## config.mk

```make
export PLATFORM = sky130hd
export DESIGN_NAME = barcode_frame_serializer
export DESIGN_NICKNAME = d
export VERILOG_FILES = /design/src/rtl/barcode_pkg.sv /design/src/rtl/barcode_symbol_rom.sv /design/src/rtl/barcode_frame_serializer.sv
export SDC_FILE = /design/constraint.sdc
export NUM_CORES = 1
export LEC_CHECK = 0
export BUFFER_PORTS_ARGS = -buffer_cell sky130_fd_sc_hd__buf_4
export CORE_UTILIZATION = 55
export DETAILED_ROUTE_END_ITERATION = 8
export PLACE_DENSITY = 0.71
export SKIP_CTS_REPAIR_TIMING = 1
export SYNTH_ARGS = -nofsm -noshare
export SYNTH_HDL_FRONTEND = slang
export SYNTH_SLANG_ARGS = --single-unit
```

## constraint.sdc

```tcl
create_clock -name clk -period 10.1 [get_ports clk]
set_input_delay 2.02 -clock clk [delete_from_list [all_inputs] [get_ports clk]]
set_output_delay 2.02 -clock clk [all_outputs]
set_load 0.005 [all_outputs]
```

## src/rtl/barcode_pkg.sv

```systemverilog
// Shared widths, fixed start/stop patterns and FSM state encoding for the
// barcode frame serializer.
package barcode_pkg;

  localparam int unsigned SEG_W  = 11;
  localparam int unsigned STOP_W = 13;

  localparam logic [SEG_W-1:0]  START_PAT = 11'b11010011100;
  localparam logic [STOP_W-1:0] STOP_PAT  = 13'b1100011101011;

  typedef enum logic [2:0] {
    S_IDLE,
    S_LOAD,
    S_QPRE,
    S_START,
    S_DATA,
    S_CHECK,
    S_STOP,
    S_QPOST
  } state_t;

endpackage

```

## src/rtl/barcode_symbol_rom.sv

```systemverilog
// Combinational 16-entry symbol table: 4-bit value to 11-module bar pattern,
// leftmost (MSB) module transmitted first.
module barcode_symbol_rom
  import barcode_pkg::*;
(
  input  logic [3:0]       value,
  output logic [SEG_W-1:0] pattern_c
);

  always_comb begin
    pattern_c = '0;
    case (value)
      4'd0:  pattern_c = 11'b11011001100;
      4'd1:  pattern_c = 11'b11001101100;
      4'd2:  pattern_c = 11'b11001100110;
      4'd3:  pattern_c = 11'b10010011000;
      4'd4:  pattern_c = 11'b10010001100;
      4'd5:  pattern_c = 11'b10001001100;
      4'd6:  pattern_c = 11'b10011001000;
      4'd7:  pattern_c = 11'b10011000100;
      4'd8:  pattern_c = 11'b10001100100;
      4'd9:  pattern_c = 11'b11001001000;
      4'd10: pattern_c = 11'b11001000100;
      4'd11: pattern_c = 11'b11000100100;
      4'd12: pattern_c = 11'b10110011100;
      4'd13: pattern_c = 11'b10011011100;
      4'd14: pattern_c = 11'b10011001110;
      default: pattern_c = 11'b10111001100;
    endcase
  end

endmodule

```

## src/rtl/barcode_frame_serializer.sv

```systemverilog
// Buffers 1..MAX_DIGITS digits, accumulates a weighted mod-16 check value and
// shifts the quiet/start/data/check/stop/quiet frame out on a single bar line.
module barcode_frame_serializer
  import barcode_pkg::*;
#(
  parameter int unsigned MAX_DIGITS  = 8,
  parameter int unsigned MODULE_CLKS = 1,
  parameter int unsigned QUIET       = 10,
  parameter int unsigned CHECK_EN    = 1
) (
  input  logic       clk,
  input  logic       rst,
  input  logic [3:0] digit_data,
  input  logic       digit_valid,
  input  logic       digit_last,
  output logic       digit_ready,
  output logic       bar,
  output logic       bar_valid,
  output logic       sof,
  output logic       eof,
  output logic       overflow
);

  localparam int unsigned CNT_W      = $clog2(MAX_DIGITS + 1);
  localparam int unsigned IDX_W      = (MAX_DIGITS > 1) ? $clog2(MAX_DIGITS) : 1;
  localparam int unsigned MC_W       = (MODULE_CLKS > 1) ? $clog2(MODULE_CLKS) : 1;
  localparam int unsigned POS_MAX    = (QUIET > STOP_W) ? QUIET : STOP_W;
  localparam int unsigned POS_W      = $clog2(POS_MAX);
  localparam int unsigned QUIET_LAST = (QUIET > 0) ? QUIET - 1 : 0;
  localparam state_t      LAST_SEG   = (QUIET > 0) ? S_QPOST : S_STOP;

  state_t             state, state_n;
  logic [3:0]         digits [MAX_DIGITS];
  logic [CNT_W-1:0]   count;
  logic [CNT_W-1:0]   sym_idx, sym_n;
  logic [3:0]         chk;
  logic [3:0]         weight;
  logic [MC_W-1:0]    mod_cnt, mod_n;
  logic [POS_W-1:0]   bit_idx, bit_n;
  logic               xfer, load_done;
  logic               bar_n, valid_n, sof_n, eof_n, ovf_n, ready_n;
  logic [3:0]         rom_value;
  logic [SEG_W-1:0]   rom_pat;
  logic [3:0]         seg_pos, stop_pos;

  // Index of the last module of each segment.
  function automatic logic [POS_W-1:0] seg_last(input state_t s);
    case (s)
      S_QPRE, S_QPOST: seg_last = POS_W'(QUIET_LAST);
      S_STOP:          seg_last = POS_W'(STOP_W - 1);
      default:         seg_last = POS_W'(SEG_W - 1);
    endcase
  endfunction

  assign xfer   = digit_valid && digit_ready;
  assign weight = 4'(count) + 4'd1;

  // Next state, module/bit/symbol counters, and next values of the registered outputs.
  always_comb begin
    state_n   = state;
    mod_n     = mod_cnt;
    bit_n     = bit_idx;
    sym_n     = sym_idx;
    load_done = xfer && (digit_last || (count == CNT_W'(MAX_DIGITS - 1)));

    unique case (state)
      S_IDLE: state_n = S_LOAD;
      S_LOAD: begin
        if (load_done) begin
          state_n = (QUIET > 0) ? S_QPRE : S_START;
          mod_n   = '0;
          bit_n   = '0;
          sym_n   = '0;
        end
      end
      default: begin
        if (mod_cnt != MC_W'(MODULE_CLKS - 1)) begin
          mod_n = mod_cnt + 1'b1;
        end else begin
          mod_n = '0;
          if (bit_idx != seg_last(state)) begin
            bit_n = bit_idx + 1'b1;
          end else begin
            bit_n = '0;
            case (state)
              S_QPRE:  state_n = S_START;
              S_START: begin
                state_n = S_DATA;
                sym_n   = '0;
              end
              S_DATA: begin
                if (sym_idx == count - 1'b1) state_n = (CHECK_EN != 0) ? S_CHECK : S_STOP;
                else                         sym_n   = sym_idx + 1'b1;
              end
              S_CHECK: state_n = S_STOP;
              S_STOP:  state_n = (QUIET > 0) ? S_QPOST : S_LOAD;
              default: state_n = S_LOAD;
            endcase
          end
        end
      end
    endcase

    valid_n = (state_n != S_IDLE) && (state_n != S_LOAD);
    ready_n = (state_n == S_LOAD);
    sof_n   = load_done;
    ovf_n   = load_done && !digit_last;
    eof_n   = (state_n == LAST_SEG) && (bit_n == seg_last(LAST_SEG)) &&
              (mod_n == MC_W'(MODULE_CLKS - 1));
  end

  assign rom_value = (state_n == S_CHECK) ? chk : digits[IDX_W'(sym_n)];

  barcode_symbol_rom u_rom (
    .value     (rom_value),
    .pattern_c (rom_pat)
  );

  // Bar level of the module about to be presented, leftmost pattern bit first.
  always_comb begin
    seg_pos  = 4'(SEG_W - 1) - 4'(bit_n);
    stop_pos = 4'(STOP_W - 1) - 4'(bit_n);
    bar_n    = 1'b0;
    case (state_n)
      S_START:         bar_n = START_PAT[seg_pos];
      S_DATA, S_CHECK: bar_n = rom_pat[seg_pos];
      S_STOP:          bar_n = STOP_PAT[stop_pos];
      default:         bar_n = 1'b0;
    endcase
  end

  always_ff @(posedge clk) begin
    if (rst) begin
      state       <= S_IDLE;
      mod_cnt     <= '0;
      bit_idx     <= '0;
      sym_idx     <= '0;
      count       <= '0;
      chk         <= '0;
      digit_ready <= 1'b0;
      bar         <= 1'b0;
      bar_valid   <= 1'b0;
      sof         <= 1'b0;
      eof         <= 1'b0;
      overflow    <= 1'b0;
      for (int i = 0; i < int'(MAX_DIGITS); i++) digits[i] <= '0;
    end else begin
      state       <= state_n;
      mod_cnt     <= mod_n;
      bit_idx     <= bit_n;
      sym_idx     <= sym_n;
      digit_ready <= ready_n;
      bar         <= bar_n;
      bar_valid   <= valid_n;
      sof         <= sof_n;
      eof         <= eof_n;
      overflow    <= ovf_n;
      // Payload and check restart on every return to LOAD so back-to-back frames are independent.
      if (xfer) begin
        digits[IDX_W'(count)] <= digit_data;
        count                 <= count + 1'b1;
        chk                   <= chk + weight * digit_data;
      end else if ((state != S_LOAD) && (state_n == S_LOAD)) begin
        count <= '0;
        chk   <= '0;
      end
    end
  end

endmodule
```

# Word-level counts from Yosys, hierarchy flattened
# Memories as Yosys holds them, arrays and structs flattened.
# Cells that the tools add are included.
# Widths: inputs -> output; s select.
# op_classes
n_addsub	8
multipliers	1
order_cmp	2
n_eq_ne	23
n_mux	39
bitwise_logic	2
n_reduce_logical	18
# op_table
op	count
$mux 4	14
$eq 3x3->1 const B	8
$pmux 4 s2	3
$mux 3	5
$pmux 3 s5	1
$add 4x1->4 const B	3
$pmux 3 s2	2
$mux 1	11
$lt 4x5->1 const B	2
$eq 3x2->1 const B	3
$sub 4x4->4 const A	2
$logic_and 1x1->1	7
$eq 3x1->1 const B	2
$ne 3x1->1 const B	2
$reduce_and 6->1	1
$reduce_bool 3->1	2
$reduce_or 2->1	3
$add 4x4->4	1
$bmux 1 s4	1
$eq 4x3->1 const B	1
$eq 4x4->1	1
$eq 4x4->1 const B	1
$mul 4x4->4	1
$ne 2x1->1 const B	2
13 further kinds	14
# totals
ff_bits	26
mem_bits_rw	32
rom_bits	176
inputBits	8
output_inout_bits	6
elab_cells	110
n_memories	4
# memory_table
memory	words	word_bits	read_ports	rd_clocked_by_memory_dff	wr	line_no	rtl
(no name shown)	16	9	1	0	0	barcode_symbol_rom.sv:12	case (value)
digits	8	4	1	0	8	barcode_frame_serializer.sv:33	logic [3:0] digits [MAX_DIGITS];
(no name shown)	16	1	1	0	0	barcode_frame_serializer.sv:127	S_STOP: bar_n = STOP_PAT[stop_pos];
(no name shown)	16	1	1	0	0	barcode_frame_serializer.sv:125	S_START: bar_n = START_PAT[seg_pos];

# Depth between registers and ports, before layout
# An unclocked memory read counts as a cell.
# logic_depth
ltp_word	15
mapped_depth	23
depth_no_buf	21

# By module
# A second synthesis with hierarchy kept.
# hier_totals
cells_unflattened	411
area_unflattened_um2	4048.9
# modules_own_cells
mod	instances	cells_each	area_each_um2	seq_area_each_um2
barcode_frame_serializer	1	375	3772.4	1481.4
barcode_symbol_rom	1	36	276.5	0.0

# Worst setup path before layout
# OpenSTA, ideal clock, no wires.
# synth_path
kind	input to register
startpoint	input port digit_valid
endpoint	register bar
setup_ps	117
arrival_ps	5383
required_time_ps	9983
slack_ps	4600
cell_stages	20
n_path_buf	2
cell_sequence	and2_1 clkbuf_1 o2111ai_1 and2_1 a21o_2 nor2_2 buf_6 mux2_2 nor2_1 a211oi_1 a31o_2 mux2i_1 inv_1 ha_1 a21oi_1 nor2_1 a21oi_1 o21ai_0 a211o_1 a32o_1
# synth_between
elab_chain_len	10
elab_cells_between_ends	25
cone_classes	add/sub: 2; eq/ne: 4; mux: 12; reduce/logical: 3; memory: 4
# synth_rtl
item	line_no	rtl
start, declared	barcode_frame_serializer.sv:14	input logic digit_valid,
$logic_and 1x1->1 *	barcode_frame_serializer.sv:55	assign xfer = digit_valid && digit_ready;
$logic_and 1x1->1 *	barcode_frame_serializer.sv:64	load_done = xfer && (digit_last || (count == CNT_W'(MAX_DIGITS - 1)));
$mux 4 or $mux 3 (tied branches)	barcode_frame_serializer.sv:69	if (load_done) begin
$pmux 4 s2 or $pmux 3 s2 (tied branches)	barcode_frame_serializer.sv:66	unique case (state)
$mem_v2 8x4 or $eq 3x3->1 (tied branches)	--	
$mux 4	barcode_frame_serializer.sv:112	assign rom_value = (state_n == S_CHECK) ? chk : digits[IDX_W'(sym_n)];
$mem_v2 16x9	--	
$bmux 1 s4	barcode_frame_serializer.sv:126	S_DATA, S_CHECK: bar_n = rom_pat[seg_pos];
$mux 1 (not written as such)	barcode_frame_serializer.sv:126	
$pmux 1 s3 *	barcode_frame_serializer.sv:124	case (state_n)
end signal, assigned	barcode_frame_serializer.sv:153	bar <= bar_n;
end, declared	barcode_frame_serializer.sv:17	output logic bar,
# Every way passes the cells marked *; elsewhere a longest branch is shown, timed or not. The select of a mux whose other input is x is not followed.
# A chain may end at the register's enable or synchronous reset.

# Final worst setup path
# Ends and elaborated chain as after synthesis.

==> results.tsv <==
stage	metric	value	unit
place	pre_cts_ws	3.917	ns
route	drt_first_pass_iters	5	
timing	fin_skew	0.008032	ns
timing	min_period	5.813	ns
route	wl_per_cell	16.88	µm
worst_setup_path	crit_end	bar	
worst_setup_path	criticalPathCategory	input pin to register	
yosys	mappedNetlistNets	475	
clocking	cts_buffer_depth	2	
worst_setup_path	timing.rr.start	state[2]	
timing	drv_slew	0	
worst_setup_path	rrSetupSlack	4.99	ns
timing	rsz0062_at_grt	no	
floorplanning	start_util	58.22	%
worst_setup_path	crit_path_start_kind	input pin	
worst_setup_path	arrival	6.05	ns
worst_hold_path	hp-start	sym_idx[3]	
worst_hold_path	hp-class	register to register	
yosys	yosys-top-cells-area	edfxtp_1 (24%), dfxtp_1 (13%), ha_1 (6.5%)	
timing	period_share	57.56	%
clocking	clock-root-buffer	clkbuf_8	
cells_and_area	antennaDiodeCount	0	
pwr	p_leak	1.684	nW
timing	relSlewSlack	45.29	%
route	drt_iter0_drc	343	
pwr	ir_worst_vdd	0.08796	mV
clocking	cts_buffers	9	
pwr	switching_share	25.22	%
yosys	synth_top_area_cell	edfxtp_1	
worst_setup_path	cp-end-kind	register	
timing	fin_ws	4.287	ns
floorplanning	std_cell_rows	30	
global_routing	track_usage	26.27	%
yosys	synth_common_cells	and2_1 (40), nor2_1 (40), edfxtp_1 (32)	
route	vias_per_cell	5.912	
pwr	finalPower	0.5600	mW
yosys	yosysSeqAreaShare	36.65	%
timing	setup_viol	0	
pwr	power_density	128.1	nW/µm²
yosys	yosys_warnings	0	
place	io_buffers	13	
yosys	synth_cell_type_count	75	
pwr	clockPowerShare	42.1	%
place	place_congestion	0.8812	
global_routing	grt_pass1_wl	15080	µm
route	vias	3240	
global_routing	grt.overflow.total	0	
floorplanning	die-area	7697	µm²
floorplanning	die_y	87.74	µm
worst_setup_path	worst-r2r-cell-count	15	
pwr	p_switching	0.1412	mW
yosys	synth-edff-count	32	
yosys	syn-cell-area	4043	µm²
global_routing	antenna_found_initial	0	
route	finalWirelength	9251	µm
floorplanning	die_w	87.74	µm
clocking	cts_tree	yes	
yosys	async_flop_share	0	%
route	drtAntennaViolNets	0	
worst_setup_path	cp_max_fo	11	
yosys	post_synth_inst_count	444	
worst_setup_path	required	10.33	ns
clocking	clk_pin_slew_worst_paths	0.07	ns
pwr	internal_power	0.4188	mW
timing	max_freq	172.0	MHz
yosys	synth_top_area_share	23.77	%
yosys	ys_seq_elements	58	
timing	finalHoldViolCount	0	
yosys	syn_avg_cell_area	9.105	µm²
route	drt_drc_violations_left	0	
clocking	insertion_delay	0.34	ns
global_routing	grt_max_degree	32	
pwr	pwr-share-seq	47.2	%
worst_setup_path	startpoint	digit_valid	
cells_and_area	area.growth.synth_to_final	8.140	%
status	status	completed	
pwr	pwr-share-comb	10.8	%
place	dp_hpwl	6672	µm
flow_run	maxCapViolCount	0	
floorplanning	core	6944	µm²
worst_setup_path	reg2reg_to	bar	
floorplanning	ios	14	
timing	tightestPinTransition	0.8207	ns
yosys	synth_flop_cell	edfxtp_1	
cells_and_area	final_layout_size_suffix_gt1_share	12.83	%
clocking	clock-sinks	58	
cells_and_area	num-nets-final	478	
timing	tns	0	ns
clocking	htree_levels	3	
global_routing	grt_pass1_vias	2992	
==> stage by stage <==
stage                     instances  instance area, µm²  util, %  hold slack (ns)
after detailed placement        532                4163    59.95           0.4874
after CTS                       548                4372    62.96           0.5042
final                           548                4372    62.96           0.5068
after global routing            548                4372    62.96           0.5180
after global placement          532                4163    59.95           0.4845
after floorplan                 444                4043        -           0.4474
==> registers in the layout (all words and copies together), names as in the netlist, 3 cells and up <==
| signal | cells |
|---|---|
| bit_idx | 4 |
| chk | 4 |
| count | 4 |
| digits | 32 |
| state | 3 |
| sym_idx | 4 |
==> worst min path at each step <==
stage	to	slack, ns	cells past startpoint
after floorplan	chk[2]	0.45	2
after global placement	sym_idx[3]	0.48	2
after detailed placement	sym_idx[3]	0.49	2
after CTS	sym_idx[3]	0.50	2
after global routing	sym_idx[3]	0.52	2
final	sym_idx[3]	0.51	2
==> routing by layer <==
metal  up-vias  part of all wire (%)  track usage, %  routed length [µm]
met4         0                   1.2           8.346                 111
li1       1594                     -               -                   -
met1      1533                    48           38.54                4482
met3        12                   5.2           4.524                 483
met5         -                     0               0                   0
met2       101                    45           39.39                4173
==> cell families after synthesis <==
| kind of cell | after synthesis | share of synthesized area (%) |
|---|---|---|
| DFF | 58 | 36.64 |
| AOI/OAI and AO/OA | 98 | 17.39 |
| muxes | 13 | 3.466 |
| adders and majority gates | 23 | 7.490 |
| xor gates and xnor gates | 25 | 5.942 |
| and+or+nand+nor | 187 | 24.79 |
| buffers and inverters | 40 | 4.271 |
==> layout by cell type, fill, tap and decap left out, types with 8 or more instances in the layout <==
master    count
a21oi_1      22
and2_1       40
buf_4        14
clkbuf_8      9
dfxtp_1      26
edfxtp_1     32
ha_1         21
inv_1        17
mux2i_1       8
nand2_1      31
nand2b_1      8
nand3_1      11
nor2_1       40
nor3_1       14
o21ai_0      15
or2_2        12
xnor2_1      17
==> final cells by class <==
| cell class | instances | area (µm²) |
|---|---|---|
| sequential | 58 | 1481 |
| inverter | 18 | 67.56 |
| multi-input combinational | 346 | 2389 |
| timing repair buffer | 14 | 105.1 |
| clock buffer | 10 | 127.6 |
| clock inverter | 6 | 81.33 |
| tap | 96 | 120.1 |
| fill | 614 | 2572 |
==> worst max-delay path, stage by stage <==
cell	delay [ns]
buf_4	0.08
and2_1	0.24
o2111ai_1	0.40
and2_1	0.33
a21o_2	0.26
nor2_2	0.43
mux2_2	0.39
nor2_1	0.09
a211oi_1	0.05
a31o_2	0.25
mux2i_1	0.26
inv_1	0.16
ha_1	0.22
a21oi_1	0.12
nor2_1	0.05
a21oi_1	0.14
o21ai_0	0.10
a211o_1	0.23
a32o_1	0.22
==> power groups by stage <==
stage / Combinational [mW] / Sequential [mW] / Clock [mW]
after floorplan: 0.0477 / 0.264 / 0
after global placement: 0.0581 / 0.269 / 0
after detailed placement: 0.0600 / 0.269 / 0
after CTS: 0.0603 / 0.264 / 0.237
after global routing: 0.0678 / 0.265 / 0.250
final: 0.0603 / 0.264 / 0.236
(Power assumes the default switching activity.)
